<file path="config.mk">
export PLATFORM = sky130hd
export DESIGN_NAME = fl_alloc_ctrl
export DESIGN_NICKNAME = d
export VERILOG_FILES = /design/src/rtl/fl_alloc_ctrl_pkg.sv /design/src/rtl/fl_alloc_ctrl.sv
export SDC_FILE = /design/constraint.sdc
export NUM_CORES = 1
export LEC_CHECK = 0
export BUFFER_PORTS_ARGS = -buffer_cell sky130_fd_sc_hd__buf_4
export CAP_MARGIN = 20
export CORE_MARGIN = 1.5
export CORE_UTILIZATION = 55
export DETAILED_ROUTE_END_ITERATION = 6
export PLACE_DENSITY = 0.75
export SYNTH_ARGS = -nofsm -noshare
export SYNTH_HDL_FRONTEND = slang
export SYNTH_SLANG_ARGS = --single-unit
</file>
<file path="constraint.sdc">
create_clock -name clock -period 7.3 [get_ports clock]
set_clock_uncertainty 0.1 [all_clocks]
set_input_delay 0 -clock clock [delete_from_list [all_inputs] [get_ports clock]]
set_output_delay 0 -clock clock [all_outputs]
set_load 0.005 [all_outputs]
</file>
<file path="src/rtl/fl_alloc_ctrl_pkg.sv">
// Shared constants, FSM encoding and small helpers for the free-list allocation controller.
package fl_alloc_ctrl_pkg;

  localparam int unsigned NUM_PR    = 96;
  localparam int unsigned NUM_ARCH  = 32;
  localparam int unsigned FREE_INIT = NUM_PR - NUM_ARCH;
  localparam int unsigned CNT_W     = 7;

  typedef enum logic {
    StNormal  = 1'b0,
    StRecover = 1'b1
  } fl_state_e;

  // Clamp a 2-bit request/retire count to at most 2 (encoding 3 means 2).
  function automatic logic [1:0] min2(input logic [1:0] v);
    return (v == 2'd3) ? 2'd2 : v;
  endfunction

endpackage

</file>
<file path="src/rtl/fl_alloc_ctrl.sv">
// Allocation controller: grants up to two destination tags per cycle from the
// free-register pool, stalls dispatch when the pool is short, and sequences
// free-list rollback (two tags per cycle) after a ROB squash.
module fl_alloc_ctrl
  import fl_alloc_ctrl_pkg::*;
(
  input  logic             clock,
  input  logic             reset,
  input  logic [1:0]       id_req_num,
  input  logic [1:0]       rob_retire_num,
  input  logic             rob_squash,
  input  logic [CNT_W-1:0] rob_squash_cnt,
  output logic [1:0]       fl_dispatch_num,
  output logic [1:0]       fl_rollback_num,
  output logic             id_stall,
  output logic [CNT_W-1:0] fl_free_cnt,
  output logic             fl_busy,
  output logic             fl_err
);

  localparam logic [8:0] CntMax = 9'(FREE_INIT);

  fl_state_e        fsm_q, fsm_d;
  logic [CNT_W-1:0] free_cnt_q, free_cnt_d;
  logic [CNT_W-1:0] remain_q, remain_d;
  logic             err_q, err_d;

  logic [1:0] req, ret, grant, rb;
  // Wide intermediates so saturation and the invariant check see true sums.
  logic [8:0] free_sum, remain_sum;

  assign req   = min2(id_req_num);
  assign ret   = min2(rob_retire_num);
  assign grant = (free_cnt_q < CNT_W'(req)) ? free_cnt_q[1:0] : req;
  assign rb    = (remain_q >= CNT_W'(2)) ? 2'd2 : remain_q[1:0];

  // Grant/rollback decode and next-state computation.
  always_comb begin
    fl_dispatch_num = 2'd0;
    fl_rollback_num = 2'd0;
    id_stall        = 1'b1;
    fl_busy         = 1'b0;
    fsm_d           = fsm_q;
    free_sum        = 9'(free_cnt_q);
    remain_sum      = 9'(remain_q);

    unique case (fsm_q)
      StNormal: begin
        if (rob_squash) begin
          // Squash wins over dispatch; retired tags still return this cycle.
          id_stall   = (req != 2'd0);
          free_sum   = 9'(free_cnt_q) + 9'(ret);
          remain_sum = 9'(rob_squash_cnt);
          fsm_d      = (rob_squash_cnt != '0) ? StRecover : StNormal;
        end else begin
          // Retired tags are not bypassed into this cycle's grant.
          fl_dispatch_num = grant;
          id_stall        = (req > grant);
          free_sum        = 9'(free_cnt_q) - 9'(grant) + 9'(ret);
          remain_sum      = 9'(remain_q);
        end
      end
      StRecover: begin
        fl_rollback_num = rb;
        fl_busy         = 1'b1;
        free_sum        = 9'(free_cnt_q) + 9'(rb) + 9'(ret);
        remain_sum      = 9'(remain_q) - 9'(rb) + (rob_squash ? 9'(rob_squash_cnt) : 9'd0);
        fsm_d           = (rob_squash || (remain_sum != 9'd0)) ? StRecover : StNormal;
      end
      default: fsm_d = StNormal;
    endcase

    free_cnt_d = (free_sum > CntMax) ? CNT_W'(FREE_INIT) : free_sum[CNT_W-1:0];
    remain_d   = (remain_sum > CntMax) ? CNT_W'(FREE_INIT) : remain_sum[CNT_W-1:0];
    err_d      = err_q | ((free_sum + remain_sum) > CntMax);

    // Hold the free list quiet and dispatch stalled while in reset.
    if (reset) begin
      fl_dispatch_num = 2'd0;
      fl_rollback_num = 2'd0;
      id_stall        = 1'b1;
      fl_busy         = 1'b0;
    end
  end

  // State register with synchronous reset to the fully-mapped free pool.
  always_ff @(posedge clock) begin
    if (reset) begin
      fsm_q      <= StNormal;
      free_cnt_q <= CNT_W'(FREE_INIT);
      remain_q   <= '0;
      err_q      <= 1'b0;
    end else begin
      fsm_q      <= fsm_d;
      free_cnt_q <= free_cnt_d;
      remain_q   <= remain_d;
      err_q      <= err_d;
    end
  end

  assign fl_free_cnt = free_cnt_q;
  assign fl_err      = err_q;

endmodule

</file>
==> run metrics <==
outcome finished, final reports clean; buffers inserted by post-CTS timing repair 0; launching element type of the critical path flop; busiest layer in global routing met2; maximum capacitance violations 0; die area 5429 um2; Final setup violation count 0; H-Tree Depth 1; Worst Max-Slew Pin Slew 0.7289 ns; combined area of all synthesized cells 2748 um2; end point of the worst hold path fsm_q; antenna violations before repair 0; sinks on the clock net 16; placeable core region 4755 um2; number of nets still failing antenna checks after routing 0; share of synthesized flip-flops with an asynchronous set or reset 0%; clock buffer count from CTS 3; clock period minus worst slack 6.102 ns; cell types occupying the most area after synthesis sky130_fd_sc_hd__dfxtp_1 (12%), sky130_fd_sc_hd__ha_1 (11%), sky130_fd_sc_hd__a21oi_1 (5.6%), sky130_fd_sc_hd__inv_1 (5.2%), sky130_fd_sc_hd__fa_1 (5.1%); peak ir drop on the vdd network 0.0002636 V; Max Fclk 163.9 MHz; Final Total Pwr 1361 uW; CTS Hold Buffers Added 1; layout filler cell count 440; remaining max-slew budget at the tightest pin 51.36%; sequential cell area 320.3 um2; series of cell instances along the critical path or3_1 -> or3_1 -> o21ai_0 -> o31ai_1 -> nor2_1 -> ha_1 -> inv_1 -> ha_1 -> inv_1 -> fa_1 -> nor2b_1 -> a211oi_1 -> a21oi_1 -> inv_1 -> ha_1 -> a21o_1 -> a21oi_1 -> xnor2_1 -> or4_1 -> or3_1 -> a221oi_2 -> a41oi_2; Post-layout nets 439; count of cell types in the netlist 69; TritonCTS clock tree built; Slowest cell on crit path sky130_fd_sc_hd__or4_1; kind of critical path reg2reg; residual DRC count 0; detail-routed net length per standard cell 16.29 um; Vias 2867; wire length of the first global-routing pass 12190 um; root buffer selected by CTS sky130_fd_sc_hd__clkbuf_8; proportion of netlist area held by the largest area contributor 11.66%; length of the first detailed-routing pass in iterations 5; number of slew-limit violations in the final report 0; ratio of cells with drive above 1 in the final layout 12.50%; overall die width 73.68 um; global router's overall resource usage 28.70%; cell count of the worst reg-to-reg path 22; initial core utilization 57.79%; worst reg-to-reg setup slack 1.20 ns; maximum fanout along the worst path 17; cell area reported after detailed placement 2960 um2; Cell Rows 25; Global Route met3 Usage 4.252%; worst endpoint required time 7.33 ns; worst hold path startpoint rob_squash; count of inserted antenna diode cells 0; Core Util, Final 63.34%; final wirelength 7478 um; number of flops mapped to enable cells by yosys 0; instance count along the most critical hold path 3; number of DRC markers after the initial detailed-route iteration 304; P&R area growth vs syn 9.608%; Remaining Overflow, GRT 0; final critical-path share of the clock period 83.58%; clk buf depth 2; number of ports placed on the die boundary 28; Routability Congestion 0.9296; met2 usage in global routing 43.54%; post-CTS clock slew at the launch and capture registers of the worst setup and hold paths 0.06 ns; DIE HEIGHT 73.68 um; R2R Path Start fl_free_cnt[3]; number of buffers inserted by port buffering 27; FF-to-FF End fl_err; largest area contributor in the netlist sky130_fd_sc_hd__dfxtp_1; pin count of the biggest net entering global routing 43; Hold WC Path Type in2reg; Lkg Pwr 0.001342 uW; Final Instance Area 3012 um2; Cell Pwr Density 452.0 nW/um2; Fin. Hold Viols 0; post-synth net total 423; RSZ-0062 raised after global routing no; cell count after synthesis 378; most frequently used flop master after synthesis sky130_fd_sc_hd__dfxtp_1; part of the Yosys area used for sequential elements 11.66%; via density per instance 6.246; Gates resized, CTS repair 0; Yosys warning count 0; HPWL after DPL 5858 um; clock insertion delay at the later pin of the skew report 0.25 ns; kind of end point of the critical path flop; routing usage on met1 42.98%; number of register bits inferred by synthesis 16; hold slack 0.1071 ns; average cell area after synthesis 7.269 um2; area used by multi-input combinational logic 2196 um2; arrival time of data at the critical path endpoint 6.13 ns; setup TNS 0 ns; number of global-route vias before repair 2507; Slowest Stage Delay on Critical Path 0.51 ns
worst max-delay path, delay by kind of cell, from the launching register on:
| family | cells | cell delay, ns |
|---|---|---|
| AND/OR/NAND/NOR | 6 | 2.10 |
| AO/OA/AOI/OAI | 8 | 1.53 |
| adder cells (fa/ha/maj) | 4 | 1.38 |
| flip-flops | 1 | 0.47 |
| buffers and inverters | 3 | 0.33 |
| XOR/XNOR | 1 | 0.09 |
routing by layer:
metal / up-vias / part of all wire (%) / wire length [um]
met5: - / 0 / 0
met4: 0 / 1.4 / 106
met3: 14 / 6.5 / 483
met2: 103 / 42 / 3146
met1: 1358 / 50 / 3742
li1: 1392 / - / -
state kept, by name (all words and copies together) (netlist names):
| name | flops |
|---|---|
| fl_free_cnt | 7 |
| remain_q | 7 |
| fl_err | 1 |
| fsm_q | 1 |
layout by cell type (no fill, tap or decap), types with 3 or more instances in the layout:
cell and n:
sky130_fd_sc_hd__inv_1 38, sky130_fd_sc_hd__nor2_1 34, sky130_fd_sc_hd__a21oi_1 31, sky130_fd_sc_hd__buf_4 28, sky130_fd_sc_hd__ha_1 24, sky130_fd_sc_hd__nand2_1 22
sky130_fd_sc_hd__o21ai_0 20, sky130_fd_sc_hd__dfxtp_1 16, sky130_fd_sc_hd__nand2b_1 13, sky130_fd_sc_hd__a21o_1 10, sky130_fd_sc_hd__xnor2_1 10, sky130_fd_sc_hd__nor3_1 10
sky130_fd_sc_hd__nor2b_1 8, sky130_fd_sc_hd__and2_1 8, sky130_fd_sc_hd__xor2_1 8, sky130_fd_sc_hd__fa_1 7, sky130_fd_sc_hd__nand4_1 6, sky130_fd_sc_hd__or4_1 6
sky130_fd_sc_hd__or3_1 5, sky130_fd_sc_hd__nand3_1 5, sky130_fd_sc_hd__nor4_1 5, sky130_fd_sc_hd__o31ai_1 5, sky130_fd_sc_hd__a31oi_1 4, sky130_fd_sc_hd__a211oi_1 4
sky130_fd_sc_hd__nand3b_1 3, sky130_fd_sc_hd__o21bai_1 3, sky130_fd_sc_hd__o2111ai_1 3, sky130_fd_sc_hd__a221oi_1 3, sky130_fd_sc_hd__o211ai_1 3, sky130_fd_sc_hd__clkbuf_8 3
power by group:
group | total, uW | internal (uW) | switching (uW) | leakage, uW
sequential | 159 | 114 | 44.8 | 0.000131
combinational | 1140 | 472 | 665 | 0.00119
clock | 66.0 | 36.6 | 29.4 | 0.0000216
total | 1360 | 622 | 739 | 0.00134
area by class of cell:
cell class / instances / share of cell area, %
inverters: 40 / 4.985
clock buffers: 3 / 1.371
repair buffers: 29 / 7.312
flip-flops and latches: 16 / 10.64
well taps: 67 / 2.784
multi-input cells: 304 / 72.91
worst max-delay path by stage:
stage | to | from | slack [ns] | depth (start not counted)
6_report | fl_err | fl_free_cnt[3] | 1.20 | 22
5_1_grt | fl_err | fl_free_cnt[3] | 0.88 | 21
4_1_cts | fl_err | fl_free_cnt[3] | 1.27 | 22
3_5_place_dp | fl_err | fl_free_cnt[3] | 1.31 | 22
3_3_place_gp | fl_err | fl_free_cnt[3] | 1.47 | 22
2_1_floorplan | fl_err | fl_free_cnt[4] | 1.77 | 23
kinds of logic after synthesis:
kind of cell | Yosys count | synth area share (%)
xor+xnor | 19 | 6.557
buf+inv | 58 | 8.424
simple gates | 138 | 27.05
flops | 16 | 11.66
compound gates | 112 | 28.83
fa+ha+maj | 31 | 16.03
other cells | 1 | 0.1365
mux | 3 | 1.320
through the flow:
stage | std cells | worst slack, ns
after floorplan | 378 | 1.773
after global placement | 455 | 1.469
after detailed placement | 455 | 1.307
after CTS | 459 | 1.271
after global routing | 459 | 0.8780
final | 459 | 1.198
cells in the mapped netlist, types with 5 or more instances:
master / number
sky130_fd_sc_hd__nand2b_1: 13
sky130_fd_sc_hd__a21oi_1: 31
sky130_fd_sc_hd__inv_1: 38
sky130_fd_sc_hd__nor2_1: 34
sky130_fd_sc_hd__nand3_1: 5
sky130_fd_sc_hd__o21ai_0: 20
sky130_fd_sc_hd__dfxtp_1: 16
sky130_fd_sc_hd__clkbuf_1: 9
sky130_fd_sc_hd__nand4_1: 6
sky130_fd_sc_hd__or4_1: 6
sky130_fd_sc_hd__nand2_1: 22
sky130_fd_sc_hd__and2_1: 8
sky130_fd_sc_hd__nor4_1: 5
sky130_fd_sc_hd__xnor2_1: 10
sky130_fd_sc_hd__nor3_1: 10
sky130_fd_sc_hd__buf_2: 5
sky130_fd_sc_hd__or3_1: 5
sky130_fd_sc_hd__xor2_1: 8
sky130_fd_sc_hd__o31ai_1: 5
sky130_fd_sc_hd__nor2b_1: 8
sky130_fd_sc_hd__ha_1: 24
sky130_fd_sc_hd__fa_1: 7
sky130_fd_sc_hd__a21o_1: 10
Note: power is estimated with default switching activity, not from simulation.
